### config.mk
export PLATFORM = sky130hd
export DESIGN_NAME = post_adder_accum_flat
export DESIGN_NICKNAME = d
export VERILOG_FILES = /design/src/rtl/post_adder_accum_if.sv /design/src/rtl/post_adder_accum.sv /design/src/flat_wrapper.sv
export SDC_FILE = /design/constraint.sdc
export NUM_CORES = 1
export LEC_CHECK = 0
export BUFFER_PORTS_ARGS = -buffer_cell sky130_fd_sc_hd__buf_2
export CORE_MARGIN = 5
export CORE_UTILIZATION = 52
export DETAILED_ROUTE_END_ITERATION = 10
export PLACE_DENSITY = 0.76
export SYNTH_ARGS = -nofsm -noshare
export SYNTH_HDL_FRONTEND = slang
export SYNTH_SLANG_ARGS = --single-unit
### constraint.sdc
create_clock -name clk -period 8.5 [get_ports clk]
set_input_delay 0.425 -clock clk [delete_from_list [all_inputs] [get_ports clk]]
set_output_delay 0.425 -clock clk [all_outputs]
set_load 0.02 [all_outputs]
### src/rtl/post_adder_accum_if.sv
// ---------------------------------------------------------------------------
// post_adder_accum_if
//   Bundles the operand, control and result signals of the post-adder /
//   accumulator slice so that it can be connected as one port.
//
//   Operands : m_in[35:0], dab_in[47:0], c_in[47:0], pcin[47:0], carryin
//   Control  : opmode[4:0] ([1:0] X sel, [3:2] Z sel, [4] subtract),
//              ce_opmode, ce_p, ce_carryout, vld_in
//   Results  : p[47:0], pcout[47:0], carryout, vld_out
//
//   slave  : the slice itself (takes operands/control, drives results)
//   master : whatever feeds the slice
// ---------------------------------------------------------------------------
interface post_adder_accum_if;
  logic [35:0] m_in;
  logic [47:0] dab_in;
  logic [47:0] c_in;
  logic [47:0] pcin;
  logic        carryin;
  logic [4:0]  opmode;
  logic        ce_opmode;
  logic        ce_p;
  logic        ce_carryout;
  logic        vld_in;
  logic [47:0] p;
  logic [47:0] pcout;
  logic        carryout;
  logic        vld_out;

  modport slave (
    input  m_in, dab_in, c_in, pcin, carryin, opmode,
           ce_opmode, ce_p, ce_carryout, vld_in,
    output p, pcout, carryout, vld_out
  );

  modport master (
    output m_in, dab_in, c_in, pcin, carryin, opmode,
           ce_opmode, ce_p, ce_carryout, vld_in,
    input  p, pcout, carryout, vld_out
  );
endinterface

### src/rtl/post_adder_accum.sv
// ---------------------------------------------------------------------------
// post_adder_accum
//   48-bit post-adder / accumulator slice. Two operands are picked by the
//   X and Z multiplexers, combined as Z + X + carryin or Z - (X + carryin)
//   in 49-bit arithmetic, and the low 48 bits feed the P register while bit
//   48 feeds the carry-out register.
//
//   Parameters
//     OPMODEREG   : 1 = opmode comes from the OPMODE register, 0 = direct
//     PREG        : 1 = p/pcout/vld_out registered, 0 = combinational
//     CARRYOUTREG : 1 = carryout registered, 0 = combinational
//
//   Ports
//     clk : rising-edge clock for every register
//     rst : asynchronous, active-low clear of OPMODE, P, CYO and VLD
//     bus : slave side of post_adder_accum_if (operands, enables, results)
// ---------------------------------------------------------------------------
module post_adder_accum #(
  parameter int OPMODEREG   = 1,
  parameter int PREG        = 1,
  parameter int CARRYOUTREG = 1
) (
  input  logic                  clk,
  input  logic                  rst,
  post_adder_accum_if.slave     bus
);

  logic [4:0]  opmode_q, opmode_d;
  logic [47:0] p_q, p_d;
  logic        cyo_q, cyo_d;
  logic        vld_q, vld_d;

  logic [4:0]  op_eff;
  logic [47:0] x_mux;
  logic [47:0] z_mux;
  logic [48:0] sum;

  generate
    if (OPMODEREG == 1) begin : g_opreg
      assign op_eff = opmode_q;
    end else begin : g_opdirect
      assign op_eff = bus.opmode;
    end
  endgenerate

  // Feedback selections always read p_q, never the output port, so the
  // unregistered configuration has no combinational loop through the adder.
  always_comb begin
    x_mux = 48'd0;
    case (op_eff[1:0])
      2'd0:    x_mux = 48'd0;
      2'd1:    x_mux = {12'd0, bus.m_in};
      2'd2:    x_mux = p_q;
      default: x_mux = bus.dab_in;
    endcase
  end

  always_comb begin
    z_mux = 48'd0;
    case (op_eff[3:2])
      2'd0:    z_mux = 48'd0;
      2'd1:    z_mux = bus.pcin;
      2'd2:    z_mux = p_q;
      default: z_mux = bus.c_in;
    endcase
  end

  // Carry-in belongs to the subtrahend, so subtraction is Z - (X + cin);
  // bit 48 then reads as a borrow.
  always_comb begin
    sum = 49'd0;
    if (op_eff[4]) begin
      sum = {1'b0, z_mux} - ({1'b0, x_mux} + {48'd0, bus.carryin});
    end else begin
      sum = {1'b0, z_mux} + {1'b0, x_mux} + {48'd0, bus.carryin};
    end
  end

  always_comb begin
    opmode_d = bus.ce_opmode   ? bus.opmode : opmode_q;
    p_d      = bus.ce_p        ? sum[47:0]  : p_q;
    vld_d    = bus.ce_p        ? bus.vld_in : vld_q;
    cyo_d    = bus.ce_carryout ? sum[48]    : cyo_q;
  end

  always_ff @(posedge clk or negedge rst) begin
    if (!rst) begin
      opmode_q <= 5'd0;
      p_q      <= 48'd0;
      cyo_q    <= 1'b0;
      vld_q    <= 1'b0;
    end else begin
      opmode_q <= opmode_d;
      p_q      <= p_d;
      cyo_q    <= cyo_d;
      vld_q    <= vld_d;
    end
  end

  generate
    if (PREG == 1) begin : g_preg
      assign bus.p       = p_q;
      assign bus.pcout   = p_q;
      assign bus.vld_out = vld_q;
    end else begin : g_pcomb
      assign bus.p       = sum[47:0];
      assign bus.pcout   = sum[47:0];
      assign bus.vld_out = bus.vld_in;
    end

    if (CARRYOUTREG == 1) begin : g_cyreg
      assign bus.carryout = cyo_q;
    end else begin : g_cycomb
      assign bus.carryout = sum[48];
    end
  endgenerate

endmodule

### src/flat_wrapper.sv
// flat-port wrapper written by rule: the top's interface ports become plain ports
module post_adder_accum_flat 
#(
  parameter int OPMODEREG   = 1,
  parameter int PREG        = 1,
  parameter int CARRYOUTREG = 1
)
  (clk, rst, bus_m_in, bus_dab_in, bus_c_in, bus_pcin, bus_carryin, bus_opmode, bus_ce_opmode, bus_ce_p, bus_ce_carryout, bus_vld_in, bus_p, bus_pcout, bus_carryout, bus_vld_out);
  post_adder_accum_if bus_i ();
  input  logic clk;
  input  logic rst;
  input wire logic [$bits(bus_i.m_in)-1:0] bus_m_in;
  input wire logic [$bits(bus_i.dab_in)-1:0] bus_dab_in;
  input wire logic [$bits(bus_i.c_in)-1:0] bus_c_in;
  input wire logic [$bits(bus_i.pcin)-1:0] bus_pcin;
  input wire logic [$bits(bus_i.carryin)-1:0] bus_carryin;
  input wire logic [$bits(bus_i.opmode)-1:0] bus_opmode;
  input wire logic [$bits(bus_i.ce_opmode)-1:0] bus_ce_opmode;
  input wire logic [$bits(bus_i.ce_p)-1:0] bus_ce_p;
  input wire logic [$bits(bus_i.ce_carryout)-1:0] bus_ce_carryout;
  input wire logic [$bits(bus_i.vld_in)-1:0] bus_vld_in;
  output wire logic [$bits(bus_i.p)-1:0] bus_p;
  output wire logic [$bits(bus_i.pcout)-1:0] bus_pcout;
  output wire logic [$bits(bus_i.carryout)-1:0] bus_carryout;
  output wire logic [$bits(bus_i.vld_out)-1:0] bus_vld_out;
  assign bus_i.m_in = bus_m_in;
  assign bus_i.dab_in = bus_dab_in;
  assign bus_i.c_in = bus_c_in;
  assign bus_i.pcin = bus_pcin;
  assign bus_i.carryin = bus_carryin;
  assign bus_i.opmode = bus_opmode;
  assign bus_i.ce_opmode = bus_ce_opmode;
  assign bus_i.ce_p = bus_ce_p;
  assign bus_i.ce_carryout = bus_ce_carryout;
  assign bus_i.vld_in = bus_vld_in;
  assign bus_p = bus_i.p;
  assign bus_pcout = bus_i.pcout;
  assign bus_carryout = bus_i.carryout;
  assign bus_vld_out = bus_i.vld_out;
  post_adder_accum #(.OPMODEREG(OPMODEREG), .PREG(PREG), .CARRYOUTREG(CARRYOUTREG)) u_core (.clk(clk), .rst(rst), .bus(bus_i));
endmodule
Yosys cells after proc, flatten, opt, wreduce, memory -nomap -nowiden. Index checks and enable logic that the tools add are counted.

Flip-flop bits (word level): 55. Bits of input ports: 192. Output and inout port bits: 98. Word-level logic and storage cells: 17.

Add/sub/neg operators: 4. Equality and inequality tests: 4. Multiplexer cells: 3. Reduce and logical (&&, ||, !) cells: 2.

Operator list (count): case mux 48 bit (3 select lines) (2); adder 48 x 1 -> 49 bit (1); adder 48 x 48 -> 49 bit (1); adder 49 x 1 -> 49 bit (1); two-way mux 49 bit (1); subtractor 48 x 49 -> 49 bit (1); equality test 2 x 1 -> 1 bit, second input constant (2); equality test 2 bit, second input constant (2); logical NOT 2 bit (2).

Depth between registers and ports, before layout.
Depth in word-level cells: 5. Mapped depth: 19. Depth with buffers taken out: 16.

Least setup slack after synthesis. Ideal clock, no wire load.

Kind: register to register. Start: register u_core.opmode_q[3], in the netlist u_core.op_eff[3]. End: register u_core.p_q[36], in the netlist u_core.bus.p[36]. Data arrival time: 4.018 ns. Required time: 8.380 ns. Setup slack: 4.362 ns. Stages on the path, launching flop included: 17. Path buffers: 3. Clock period less this slack: 4.138 ns. Cells stage by stage: dfrtp_1 buf_2 and2b_1 clkbuf_1 clkbuf_1 a22o_1 ha_1 ha_1 nand4_1 or3_1 or4_4 a21oi_1 nor3_1 a21oi_1 xnor2_1 o22ai_1 a31o_2.

Word-level cells in the longest chain between the ends: 5. Elaborated cells between the ends (all ways): 8. Classes of those cells: add/sub (3); eq/ne (2); mux (2); reduce/logical (1).

RTL lines: start: declaration (RTL line post_adder_accum.sv:28) `logic [4:0] opmode_q, opmode_d;`; start signal: assignment (RTL line post_adder_accum.sv:93) `opmode_q <= opmode_d;`; equality test 2 bit (tied with other cells) (RTL line post_adder_accum.sv:60) `case (op_eff[3:2])`; case mux 48 bit (3 select lines) * (RTL line post_adder_accum.sv:60); adder 48 x 48 -> 49 bit (RTL line post_adder_accum.sv:75) `sum = {1'b0, z_mux} + {1'b0, x_mux} + {48'd0, bus.carryin};`; adder 49 x 1 -> 49 bit (RTL line post_adder_accum.sv:75); two-way mux 49 bit * (RTL line post_adder_accum.sv:72) `if (op_eff[4]) begin`; end signal: assignment (RTL line post_adder_accum.sv:94) `p_q <= p_d;`; end: declaration (RTL line post_adder_accum.sv:29) `logic [47:0] p_q, p_d;`.

Every way passes the cells marked *; elsewhere a longest branch is shown, timed or not. A chain may end at the register's enable or synchronous reset.

Final worst setup path.
Start: register u_core.opmode_q[0], in the netlist u_core.op_eff[0]. End: register u_core.p_q[42], in the netlist u_core.bus.p[42].

Word-level cells in the longest chain between the ends: 5. Elaborated cells between the ends (all ways): 9. Classes of those cells: add/sub (4); eq/ne (2); mux (2); reduce/logical (1).

RTL lines: equality test 2 bit (tied with other cells) (RTL line post_adder_accum.sv:50) `case (op_eff[1:0])`; case mux 48 bit (3 select lines) * (RTL line post_adder_accum.sv:50); adder 48 x 48 -> 49 bit or adder 48 x 1 -> 49 bit (tied branches) (RTL line post_adder_accum.sv:75, post_adder_accum.sv:73); adder 49 x 1 -> 49 bit or subtractor 48 x 49 -> 49 bit (tied branches) (RTL line post_adder_accum.sv:75, post_adder_accum.sv:73); two-way mux 49 bit * (RTL line post_adder_accum.sv:72).

Marked as above.

==> impl_results.md <==
* Status: complete, no violations
* Initial antenna violation count at 0
* Peak fanout along the critical path at 37
* Largest stage delay, worst path at 0.88 ns
* Setup Total Neg Slack at 0 ns
* Routing usage on met3 at 3.75%
* Tot GR Track Use at 29.1%
* Hold buffers post-CTS at 0
* Startpoint types: flop
* Port Buf Inserts at 289
* VDD IR max at 207 uV
* Met2 GRT Util at 47.5%
* Final setup fails at 0
* CP most frequent cell: a21boi_0
* LEAKAGE at 6.28 nW
* Synth Instances at 1501
* CTS root buf: clkbuf_16
* Fmax achieved at 184 MHz
* Final hold slack at 0.302 ns
* Max Cap Violations at 0
* Setup bufs post-CTS at 0
* Cts bufs inserted at 5
* Fin nets at 2018
* Unique cell type count in the Yosys netlist at 81
* CTS Buffer Depth at 2
* Sequential area share after synthesis at 12.1%
* Floorplan row count at 54
* DRT Pass-1 Iters at 5
* I/O Pins at 290
* Crit. End Element: flop
* # fillers at 2081
* Die area at 24900 sq um
* Placed cell count at 1956
* Top-count cell post-synth: a21oi_1
* Worst slack at placement at 3.10 ns
* Clock transition at path regs at 0.09 ns
* Async SR Flop Fraction at 100%
* Placer Congestion at 0.951
* Avg Synthesized Cell Area at 7.55 sq um
* Core area at 21600 sq um
* Post-DP HPWL at 29800 um
* Ys flop type: dfrtp_1
* Starting DRC count in detailed routing at 828
* WL final at 38000 um
* CTS Sinks at 55
* Synth Warn # at 0
* Hold WC Path Type: input pin to async pin
* DRC at 0
* Slew @ Worst Pin at 0.922 ns
* Top cell type's share of synthesized area at 15.6%
* Post-route ant nets at 0
* RSZ-0062 raised after global routing: false
* Die H at 158 um
* Final Cycle Share at 64.1%
* GR Util met1 at 40.9%
* Largest net degree at the start of global routing at 56
* Detailed-route wire length per cell at 19.3 um
* Total power at 4.64 mW
* Critical path arrival at 5.63 ns
* Worst setup slack after layout at 3.05 ns
* Fin crit period at 5.45 ns
* Global-route wire length before repair at 59000 um
* Final hold vios at 0
* Rel. slew slack at 38.3%
* Critical path's slowest cell: dfrtp_2
* Pins Over Slew Limit at 0
* Synthesis-stage register bit count at 55
* Ant. Diodes at 0
* Synth area leader: ha_1
* Via count at 11900
* Vias per cell at 6.06
* Post-CTS Resized at 0
* Top cells by area, synth: ha_1 (16%), dfrtp_1 (12%), mux2_2 (8.5%)
* CP Class: flop to flop
* Grt peak-use layer: met2
* PwrDens at 365 nW/um^2
* H-tree Lvls at 2
* DIE WIDTH at 158 um
* Number of enable flip-flop cells after synthesis at 0
* Starting Density at 52.4%
* CTS tree: yes
* Cells along the critical path: nor2b_2 -> buf_4 -> a22oi_1 -> xnor2_1 -> ha_1 -> a221oi_2 -> nor2_1 -> fa_1 -> a21o_1 -> a221o_1 -> a21oi_1 -> nand4_1 -> nand3_1 -> a21boi_0 -> a21boi_0 -> xor2_1 -> o221ai_1
* Synth cell count leaders: a21oi_1 (148), ha_1 (141), inv_1 (127)
* Area growth, synth to finish at 12.1%
* Clk Latency, worst-skew pair at 0.33 ns
* Non-filler instance count after layout at 1964
* Synthesized Nets at 1836
* Grt total ovfl at 0
* Layout cells sized above 1 at 25.2%
* Vias in the first global route at 11400
* Mapped Area at 11300 sq um
* CP required at 8.68 ns
* Clk_skew at 0.0129 ns
## cells in the final DEF, fill, tap and decap left out, types with 25 or more instances in the layout
cell     count
xor2_1      31
a21o_1      60
ha_1       141
a21oi_1    148
a31oi_1     25
dfrtp_1     51
buf_2      289
mux2_2      86
nor2_1      99
o21ai_0     63
a22o_1      83
inv_1      127
xnor2_1     47
nand2_1    123
## path summary, 6_finish.rpt
path	slack (ns)	cells after the start	from	endpoint
max reg2reg	3.05	17	u_core.op_eff[0]$_DFFE_PN0P_	u_core.bus.p[42]$_DFFE_PN0P_
min in group clk	0.33	2	bus_opmode[1]	u_core.op_eff[1]$_DFFE_PN0P_
min	0.30	2	rst	u_core.bus.p[4]$_DFFE_PN0P_
min reg2reg	0.52	1	u_core.bus.vld_out$_DFFE_PN0P_	u_core.bus.vld_out$_DFFE_PN0P_
max	3.05	17	u_core.op_eff[0]$_DFFE_PN0P_	u_core.bus.p[42]$_DFFE_PN0P_
max in group asynchronous	7.58	2	rst	u_core.op_eff[0]$_DFFE_PN0P_
## routing by layer
layer | part of all wire, % | up-vias | routed length, um
met1 | 45 | 5603 | 17000
li1 | - | 5760 | -
met2 | 45 | 485 | 17200
met4 | 1.9 | 0 | 733
met3 | 8.0 | 52 | 3020
met5 | 0 | - | 0
## flip-flops by register name, indices dropped and copies added (netlist names)
name and count:
u_core.bus.vld_out 1, u_core.bus.carryout 1, u_core.op_eff 5, u_core.bus.p 48
## cell families after synthesis
group	synth area share (%)
and+or+nand+nor	15.5
muxes	10.3
AOI/OAI and AO/OA	30.1
xor gates and xnor gates	6.03
buffers and inverters	10.1
DFF	12.1
adders and majority gates	15.9
## power breakdown
group	internal (mW)	switching [mW]
Combinational	1.51	2.33
Clock	0.127	0.127
Sequential	0.380	0.162
## metrics by stage
stage                     utilization [%]  cell area [sq um]
after detailed placement             58.0              12600
after CTS                            58.8              12700
final                                58.8              12700
after global routing                 58.8              12700
after floorplan                         -              11300
after global placement               58.0              12600
## cell type report
cell class / count / area (sq um) / area share [%]
timing repair buffer: 299 / 1520 / 12.0
sequential: 55 / 1380 / 10.9
clock buffer: 7 / 153 / 1.20
clock inverter: 1 / 7.51 / 0.0591
inverter: 127 / 477 / 3.75
multi-input combinational: 1195 / 8820 / 69.4
tap: 280 / 350 / 2.76
## critical path, delay by kind of cell (launching register included)
kind / cells / cell delay, ns
xor+xnor: 2 / 0.35
buf+inv: 1 / 0.41
flops: 1 / 0.88
fa+ha+maj: 2 / 0.68
compound gates: 8 / 2.01
simple gates: 4 / 0.96
(Power assumes the default switching activity.)
